==> config.mk <==
export PLATFORM = sky130hd
export DESIGN_NAME = timer_irq_bank_flat
export DESIGN_NICKNAME = d
export VERILOG_FILES = /design/src/rtl/timer_pkg.sv /design/src/rtl/timer_irq_bank_if.sv /design/src/rtl/timer_channel.sv /design/src/rtl/timer_irq_bank.sv /design/src/flat_wrapper.sv
export SDC_FILE = /design/constraint.sdc
export NUM_CORES = 1
export LEC_CHECK = 0
export ABC_AREA = 1
export BUFFER_PORTS_ARGS = -buffer_cell sky130_fd_sc_hd__buf_2
export CAP_MARGIN = 15
export CELL_PAD_IN_SITES_DETAIL_PLACEMENT = 1
export CELL_PAD_IN_SITES_GLOBAL_PLACEMENT = 1
export CORE_ASPECT_RATIO = 0.8
export CORE_MARGIN = 2
export CORE_UTILIZATION = 45
export DETAILED_ROUTE_END_ITERATION = 7
export PLACE_DENSITY_LB_ADDON = 0.15
export SKIP_CTS_REPAIR_TIMING = 1
export SLEW_MARGIN = 20
export SYNTH_ARGS = -nofsm -noshare
export SYNTH_HDL_FRONTEND = slang
export SYNTH_SLANG_ARGS = --single-unit
==> constraint.sdc <==
create_clock -name clk -period 3 [get_ports clk]
set_clock_uncertainty 0.1 [all_clocks]
set_input_delay 0.15 -clock clk [delete_from_list [all_inputs] [get_ports clk]]
set_output_delay 0.15 -clock clk [all_outputs]
set_load 0.05 [all_outputs]
==> src/rtl/timer_pkg.sv <==
// Shared types for the timer/interrupt bank: channel mode and FSM state
// encodings, plus the channel-index width helper.
package timer_pkg;

  typedef enum logic {
    MODE_PERIODIC = 1'b0,
    MODE_ONESHOT  = 1'b1
  } ch_mode_e;

  typedef enum logic {
    ST_IDLE = 1'b0,
    ST_RUN  = 1'b1
  } ch_state_e;

  // A single-channel build still needs a 1-bit index port.
  function automatic int CH_IDX_W(input int num_ch);
    return (num_ch <= 1) ? 1 : $clog2(num_ch);
  endfunction

endpackage

==> src/rtl/timer_irq_bank_if.sv <==
// Configuration / interrupt bus of the timer bank. The master (core side)
// drives config and ack; the slave (timer bank) returns tick/pending/irq/running.
interface timer_irq_bank_if
  import timer_pkg::*;
#(
  parameter int NUM_CH  = 4,
  parameter int CNT_W   = 32,
  parameter int PRESC_W = 8
);
  localparam int IDX_W = CH_IDX_W(NUM_CH);

  // cfg_we is a single-cycle write strobe with no back-pressure: the bank
  // accepts every write on the clock edge where cfg_we is high.
  logic               cfg_we;
  logic [IDX_W-1:0]   cfg_ch;
  logic [CNT_W-1:0]   cfg_limit;
  logic               cfg_en;
  logic               cfg_oneshot;
  logic [PRESC_W-1:0] presc_div;
  logic [NUM_CH-1:0]  irq_ack;

  logic [NUM_CH-1:0]  tick;
  logic [NUM_CH-1:0]  irq_pending;
  logic               irq;
  logic [NUM_CH-1:0]  running;

  modport master (
    output cfg_we, cfg_ch, cfg_limit, cfg_en, cfg_oneshot, presc_div, irq_ack,
    input  tick, irq_pending, irq, running
  );

  modport slave (
    input  cfg_we, cfg_ch, cfg_limit, cfg_en, cfg_oneshot, presc_div, irq_ack,
    output tick, irq_pending, irq, running
  );

endinterface

==> src/rtl/timer_channel.sv <==
// One timer channel: up-counter to a programmable limit, IDLE/RUN FSM,
// registered tick pulse and sticky pending flag.
module timer_channel
  import timer_pkg::*;
#(
  parameter int CNT_W = 32
) (
  input  logic             clk,
  input  logic             rst,
  input  logic             adv,
  input  logic             cfg_wr,
  input  logic [CNT_W-1:0] cfg_limit,
  input  logic             cfg_en,
  input  logic             cfg_oneshot,
  input  logic             ack,
  output logic             tick,
  output logic             pending,
  output logic             running
);

  localparam logic [CNT_W-1:0] ONE = CNT_W'(1);

  ch_state_e        state_q, state_d;
  ch_mode_e         mode_q;
  logic [CNT_W-1:0] count_q;
  logic [CNT_W-1:0] limit_q;
  logic             tick_q;
  logic             pending_q;
  logic             expire;
  logic             fire;

  // In RUN the limit is never zero, so limit_q - 1 cannot wrap.
  assign expire = (state_q == ST_RUN) && adv && (count_q == (limit_q - ONE));
  assign fire   = expire && !cfg_wr;

  always_ff @(posedge clk) begin
    if (rst) begin
      state_q <= ST_IDLE;
    end else begin
      state_q <= state_d;
    end
  end

  always_comb begin
    state_d = state_q;
    if (cfg_wr) begin
      state_d = (cfg_en && (cfg_limit != '0)) ? ST_RUN : ST_IDLE;
    end else if (expire && (mode_q == MODE_ONESHOT)) begin
      state_d = ST_IDLE;
    end
  end

  always_comb begin
    running = (state_q == ST_RUN);
  end

  always_ff @(posedge clk) begin
    if (rst) begin
      count_q   <= '0;
      limit_q   <= '0;
      mode_q    <= MODE_PERIODIC;
      tick_q    <= 1'b0;
      pending_q <= 1'b0;
    end else begin
      tick_q    <= fire;
      // A new expiry beats a same-cycle ack.
      pending_q <= fire | (pending_q & ~ack);
      if (cfg_wr) begin
        limit_q <= cfg_limit;
        mode_q  <= cfg_oneshot ? MODE_ONESHOT : MODE_PERIODIC;
        count_q <= '0;
      end else if ((state_q == ST_RUN) && adv) begin
        count_q <= expire ? '0 : (count_q + ONE);
      end
    end
  end

  assign tick    = tick_q;
  assign pending = pending_q;

endmodule

==> src/rtl/timer_irq_bank.sv <==
// Multi-channel timer/interrupt bank: config decode, shared prescaler and
// the ORed irq register around NUM_CH timer_channel instances.
// Optional feature macro: TIMER_PRESCALE_EN (shared clock prescaler).
module timer_irq_bank
  import timer_pkg::*;
#(
  parameter int NUM_CH  = 4,
  parameter int CNT_W   = 32,
  parameter int PRESC_W = 8
) (
  input  logic           clk,
  input  logic           rst,
  timer_irq_bank_if.slave bus
);

  localparam int IDX_W = CH_IDX_W(NUM_CH);

  logic              adv;
  logic [NUM_CH-1:0] wr_v;
  logic [NUM_CH-1:0] tick_v;
  logic [NUM_CH-1:0] pend_v;
  logic [NUM_CH-1:0] run_v;
  logic              irq_q;

`ifdef TIMER_PRESCALE_EN
  logic [PRESC_W-1:0] presc_q;
  logic               presc_wrap;

  assign presc_wrap = (presc_q == bus.presc_div);

  always_ff @(posedge clk) begin
    if (rst) begin
      presc_q <= '0;
    end else begin
      presc_q <= presc_wrap ? '0 : (presc_q + PRESC_W'(1));
    end
  end

  assign adv = presc_wrap;
`else
  assign adv = 1'b1;
`endif

  // Out-of-range channel indices match no channel and are dropped.
  always_comb begin
    wr_v = '0;
    for (int i = 0; i < NUM_CH; i++) begin
      wr_v[i] = bus.cfg_we && (bus.cfg_ch == IDX_W'(i));
    end
  end

  for (genvar g = 0; g < NUM_CH; g++) begin : g_ch
    timer_channel #(
      .CNT_W(CNT_W)
    ) u_ch (
      .clk        (clk),
      .rst        (rst),
      .adv        (adv),
      .cfg_wr     (wr_v[g]),
      .cfg_limit  (bus.cfg_limit),
      .cfg_en     (bus.cfg_en),
      .cfg_oneshot(bus.cfg_oneshot),
      .ack        (bus.irq_ack[g]),
      .tick       (tick_v[g]),
      .pending    (pend_v[g]),
      .running    (run_v[g])
    );
  end

  always_ff @(posedge clk) begin
    if (rst) begin
      irq_q <= 1'b0;
    end else begin
      irq_q <= |pend_v;
    end
  end

  assign bus.tick        = tick_v;
  assign bus.irq_pending = pend_v;
  assign bus.irq         = irq_q;
  assign bus.running     = run_v;

endmodule
==> src/flat_wrapper.sv <==
// flat-port wrapper written by rule: the top's interface ports become plain ports
module timer_irq_bank_flat import timer_pkg::*;
#(
  parameter int NUM_CH  = 4,
  parameter int CNT_W   = 32,
  parameter int PRESC_W = 8
)
  (clk, rst, bus_cfg_we, bus_cfg_ch, bus_cfg_limit, bus_cfg_en, bus_cfg_oneshot, bus_presc_div, bus_irq_ack, bus_tick, bus_irq_pending, bus_irq, bus_running);
  timer_irq_bank_if #(.NUM_CH(NUM_CH), .CNT_W(CNT_W), .PRESC_W(PRESC_W)) bus_i ();
  input  logic clk;
  input  logic rst;
  input wire logic [$bits(bus_i.cfg_we)-1:0] bus_cfg_we;
  input wire logic [$bits(bus_i.cfg_ch)-1:0] bus_cfg_ch;
  input wire logic [$bits(bus_i.cfg_limit)-1:0] bus_cfg_limit;
  input wire logic [$bits(bus_i.cfg_en)-1:0] bus_cfg_en;
  input wire logic [$bits(bus_i.cfg_oneshot)-1:0] bus_cfg_oneshot;
  input wire logic [$bits(bus_i.presc_div)-1:0] bus_presc_div;
  input wire logic [$bits(bus_i.irq_ack)-1:0] bus_irq_ack;
  output wire logic [$bits(bus_i.tick)-1:0] bus_tick;
  output wire logic [$bits(bus_i.irq_pending)-1:0] bus_irq_pending;
  output wire logic [$bits(bus_i.irq)-1:0] bus_irq;
  output wire logic [$bits(bus_i.running)-1:0] bus_running;
  assign bus_i.cfg_we = bus_cfg_we;
  assign bus_i.cfg_ch = bus_cfg_ch;
  assign bus_i.cfg_limit = bus_cfg_limit;
  assign bus_i.cfg_en = bus_cfg_en;
  assign bus_i.cfg_oneshot = bus_cfg_oneshot;
  assign bus_i.presc_div = bus_presc_div;
  assign bus_i.irq_ack = bus_irq_ack;
  assign bus_tick = bus_i.tick;
  assign bus_irq_pending = bus_i.irq_pending;
  assign bus_irq = bus_i.irq;
  assign bus_running = bus_i.running;
  timer_irq_bank #(.NUM_CH(NUM_CH), .CNT_W(CNT_W), .PRESC_W(PRESC_W)) u_core (.clk(clk), .rst(rst), .bus(bus_i));
endmodule
## Word-level counts from Yosys, hierarchy flattened

Cells that the tools add are included.

| cells by class | value |
|---|---|
| equality and inequality tests | 7 |
| reduce and logical (&&, ||, !) cells | 32 |
| add/sub/neg operators | 8 |
| multiplexer cells | 14 |
| bitwise logic cells | 12 |

Operator list:

| operator | number |
|---|---|
| adder 32 x 1 -> 32 bit, second input constant | 4 |
| equality test 32 bit | 4 |
| 2-to-1 mux 32 bit | 4 |
| subtractor 32 x 1 -> 32 bit, second input constant | 4 |
| nonzero test 32 bit | 1 |
| logical AND 1 bit | 17 |
| 2-to-1 mux 1 bit | 10 |
| nonzero test 2 bit | 4 |
| OR reduction 2 bit | 4 |
| bitwise AND 1 bit | 4 |
| equality test 2 bit, second input constant | 2 |
| zero test 1 bit | 4 |
| inverter 1 bit | 4 |
| bitwise OR 1 bit | 4 |
| OR reduction 4 bit | 1 |
| equality test 2 x 1 -> 1 bit, second input constant | 1 |
| zero test 2 bit | 1 |

| word-level totals | value |
|---|---|
| flip-flop bits (word level) | 273 |
| input bits | 51 |

## Longest topological paths before layout

| logic depth | value |
|---|---|
| depth after elaboration | 6 |
| depth in mapped cells | 18 |

## By module

From an unflattened synthesis, not the netlist that was laid out.

| unflattened totals | value |
|---|---|
| cell total of the unflattened synthesis | 2,828 |
| area total of the unflattened synthesis | 18,435.2 um^2 |

By module, submodules not included:

| module | instances | area each (um^2) | cells each | sequential area each (um^2) |
|---|---|---|---|---|
| timer_channel | 4 | 4,590.7 | 704 | 1,361.3 |
| timer_irq_bank | 1 | 72.6 | 12 | 20.0 |

## Worst setup path before layout

OpenSTA, ideal clock, no wires.

| timing | value |
|---|---|
| kind | register to register |
| start point | register u_core.g_ch[0].u_ch.limit_q[0] |
| end point | register u_core.g_ch[0].u_ch.count_q[24] |
| data arrival time | 2.055 ns |
| stages on the path, launching flop included | 17 |
| setup slack | 0.729 ns |
| period minus slack after synthesis | 2.271 ns |
| setup time | 0.115 ns |
| cell sequence | dfxtp_1 -> inv_1 -> ha_1 -> nand3_4 -> nor2_4 -> nand2_4 -> nor2_4 -> nand3_1 -> nand2_1 -> nand2_1 -> nor2_2 -> nand2_1 -> nor2_4 -> nand2_4 -> nand2_8 -> buf_6 -> nor2_1 |

| between the ends | value |
|---|---|
| word-level cells in the longest chain between the ends | 4 |

Ends and longest elaborated chain:

| element | line | source |
|---|---|---|
| from (decl) | timer_channel.sv:26 | `logic [CNT_W-1:0] limit_q;` |
| from (signal assigned) | timer_channel.sv:69 | `limit_q <= cfg_limit;` |
| subtractor 32 x 1 -> 32 bit | timer_channel.sv:33 | `assign expire = (state_q == ST_RUN) && adv && (count_q == (limit_q - ONE));` |
| equality test 32 bit | timer_channel.sv:33 |  |
| logical AND 1 bit | timer_channel.sv:33 |  |
| 2-to-1 mux 32 bit | timer_channel.sv:73 | `count_q <= expire ? '0 : (count_q + ONE);` |
| to (signal assigned) | timer_channel.sv:73 |  |
| to (decl) | timer_channel.sv:25 | `logic [CNT_W-1:0] count_q;` |

Every way passes these cells.
A chain may end at the register's enable or synchronous reset.

## Final worst setup path

| timing | value |
|---|---|
| start point | register u_core.g_ch[0].u_ch.limit_q[0] |
| end point | register u_core.g_ch[0].u_ch.count_q[0] |

The elaborated chain is that of the path after synthesis.

==> out/results.ini <==
[status]
status = complete, no violations

[run]
maxCapViolCount = 0

[global_routing]
antenna_found_initial = 2
grt_max_degree = 69
grtUsageTotal_pct = 28.8
grt_overflow = 0
grt_pass1_vias = 16800
grt_pass1_wl_mm = 89.1

[critical_path]
worstSetupPathType = register to register
cp_max_fo = 28
crit_arrival_ns = 3.16
crit_path_frequent_cell = nand2_1
ff2ff_setup_slack_ns = 0.20
r2r_start = u_core.g_ch[0].u_ch.limit_q[0]$_SDFFE_PP0P_
worst_setup_path_end_kind = register
startpoint_type = register
slowest_stage = dfxtp_1
r2r.worst_path.cells = 15
crit_chain = inv_1 > ha_1 > nand3_4 > nor2_4 > nand2_2 > nor2_1 > nand2_1 > nand2_1 > nand2_1 > nor2_1 > nand2_1 > nor2_4 > nand2_4 > nand2_8 > o21ai_0
slowest_delay_ns = 0.32
cp-endpoint = u_core.g_ch[0].u_ch.count_q[0]$_SDFFE_PP0P_
crit_start = u_core.g_ch[0].u_ch.limit_q[0]$_SDFFE_PP0P_
rr_endpoint = u_core.g_ch[0].u_ch.count_q[0]$_SDFFE_PP0P_
cp_data_required_time_ns = 3.36

[synth]
ys_ff_latch = 273
synth_top_area_share_pct = 32.5
yosysTopAreaCell = dfxtp_1
synth_warnings = 0
synth_cell_types = 50
ys.flop_type = dfxtp_1
syn-num-nets = 2638
synth_area_leaders = dfxtp_1 (33%), nor2_1 (12%), nand2_1 (12%), xor2_1 (5.8%), inv_1 (5.7%)
synthArstFlopShare_pct = 0
synth-edff-count = 0
seq_area_frac_synth_pct = 32.5
synth.cell_area_um2 = 16800
netlist_instances = 2579
synth_area_per_cell_um2 = 6.52

[timing]
min_period_ns = 2.80
fmax_mhz = 357
setup_slack_ns = 0.202
worst_slew_margin_rel_pct = 48.1
drv_slew = 0
worst_pin_slew_ns = 0.777
setup_viol = 0
period_share_pct = 93.3
whs_ns = 0.00540
setup_tns_ns = 0
hold_viol = 0

[placed_design]
placed_cells_incl_taps = 3069
portBuffers = 55
dpl_worst_slack_ns = 0.279
globalplace.congestion = 0.911
dp_hpwl_mm = 43.2

[routing]
num_vias = 17000
first_iter_violations = 1034
drt_pass1_iterations = 5
vias_per_cell = 5.37
drt_drc_violations_left = 0
wl_per_cell_um = 18.2
wirelength_mm = 57.7
drtAntennaViolNets = 0

[clock_network]
cts.sinks = 273
h-tree-depth = 1
path_clk_slew_ns = 0.07
cts-root-buf = clkbuf_16
clock_latency_ns = 0.58
cts_tree = yes
cts_buffers = 29
clock_path_buffers = 3

[finish]
syn_to_final_growth_pct = 12.0
fillers = 4966
layout.cells.non_filler = 3162
drive_gt1_share_pct = 8.57
nNetsFinal = 2711

[pwr]
cellPowerDensity_nw_per_um2 = 501
max-vdd-ir-drop_v = 0.000471
cellLeakagePower_nw = 8.49

[floorplan]
core_area_um2 = 37000
die_area_um2 = 38900
die_h_um = 177
io_pins = 64
start_util_pct = 45.5
rows = 63
die_w_um = 220

[hold_path]
holdCritStartpoint = bus_cfg_we
hold_class = input pin to register

==> cells in the mapped netlist (14+ instances only) <==
cell type	instances
nor2_1	539
nand2_1	534
dfxtp_1	273
inv_1	256
o21ai_0	167
nand3_1	125
xor2_1	112
a21oi_1	94
xnor2_1	85
nand4_1	54
nor3_1	48
clkbuf_1	45
nor2_2	42
nand3b_1	18
nor4_1	18
o21bai_1	17
buf_4	14
nor2_4	14
==> flip-flops by register name (all words and copies together) (netlist names) <==
register	cells
u_core.g_ch.u_ch.limit_q	128
u_core.g_ch.u_ch.count_q	128
u_core.bus.irq	1
u_core.g_ch.u_ch.tick	4
u_core.g_ch.u_ch.pending	4
u_core.g_ch.u_ch.mode_q	4
u_core.g_ch.u_ch.running	4
==> cell families after synthesis <==
group           share of synthesized area (%)
xor+xnor                                 10.7
buf+inv                                  8.28
fa+ha+maj                               0.595
flops                                    32.5
simple gates                             38.2
compound gates                           9.73
==> stage by stage <==
| stage | area [um^2] | power (W) | util (%) |
|---|---|---|---|
| after floorplan | 16800 | 0.00524 | - |
| after global placement | 17500 | 0.00569 | 47.3 |
| after detailed placement | 17500 | 0.00576 | 47.3 |
| after CTS | 18400 | 0.00942 | 49.8 |
| after global routing | 18800 | 0.00985 | 50.9 |
| final | 18800 | 0.00942 | 50.9 |
==> report_power, final <==
group | internal (W) | switching [W] | total, W | leakage [nW]
combinational | 0.000623 | 0.00128 | 0.00190 | 5.81
clock | 0.00209 | 0.00156 | 0.00365 | 0.465
sequential | 0.00372 | 0.000147 | 0.00387 | 2.22
total | 0.00644 | 0.00298 | 0.00942 | 8.49
==> final cells by class <==
class                   instances  area [um^2]  area share [%]
repair buffers                111          806            4.28
well taps                     487          609            3.24
clock buffers                  42          835            4.43
multi-input cells            1965         9970            53.0
diodes                          2         5.00          0.0266
clock inverters                10          110           0.585
inverters                     272         1020            5.42
flip-flops and latches        273         5470            29.0
==> worst min-delay path by stage <==
stage / to / slack [ns] / depth (start not counted)
after detailed placement: u_core.g_ch[1].u_ch.pending$_SDFF_PP0_ / 0.25 / 2
after global placement: u_core.g_ch[3].u_ch.pending$_SDFF_PP0_ / 0.25 / 2
final: u_core.g_ch[1].u_ch.running$_SDFFE_PP0P_ / 0.005 / 5
after CTS: u_core.g_ch[2].u_ch.pending$_SDFF_PP0_ / -0.35 / 2
after floorplan: u_core.g_ch[0].u_ch.pending$_SDFF_PP0_ / 0.16 / 1
after global routing: u_core.g_ch[1].u_ch.limit_q[3]$_SDFFE_PP0P_ / 0.02 / 4
==> cells in the final DEF, fill, tap and decap left out, drive strengths merged <==
cell | Yosys | final
nor2 | 596 | 596
nand2 | 548 | 548
dfxtp | 273 | 273
inv | 269 | 270
o21ai | 173 | 173
nand3 | 133 | 133
xor2 | 112 | 112
a21oi | 94 | 94
xnor2 | 85 | 85
buf | 23 | 72
nor3 | 58 | 58
nand4 | 56 | 56
clkbuf | 46 | 42
dlygate4sd3 | 0 | 39
nand3b | 18 | 18
nor4 | 18 | 18
o21bai | 17 | 17
nor3b | 13 | 13
o22ai | 12 | 12
clkinv | 3 | 9
ha | 8 | 8
a21o | 5 | 5
xnor3 | 3 | 3
and2 | 3 | 3
or2 | 3 | 3
diode | 0 | 2
a31o | 2 | 2
bufinv | 0 | 2
nand2b | 1 | 1
o32ai | 1 | 1
a211oi | 1 | 1
o21a | 1 | 1
a22oi | 1 | 1
and3 | 1 | 1
nor4b | 1 | 1
o211a | 1 | 1
clkinvlp | 0 | 1
==> layer usage <==
layer	track usage [%]	share of wire, %
met5	0	0
met4	9.12	3.6
met3	2.99	4.1
met2	46.8	45
met1	40.0	47
==> worst max-delay path, delay by kind of cell, from the launching register on <==
| family | cells | cell delay [ns] |
|---|---|---|
| AND/OR/NAND/NOR | 12 | 1.66 |
| flip-flops | 1 | 0.32 |
| adder cells (fa/ha/maj) | 1 | 0.30 |
| buffers and inverters | 1 | 0.15 |
| AO/OA/AOI/OAI | 1 | 0.12 |
Note: power is estimated with default switching activity, not from simulation.
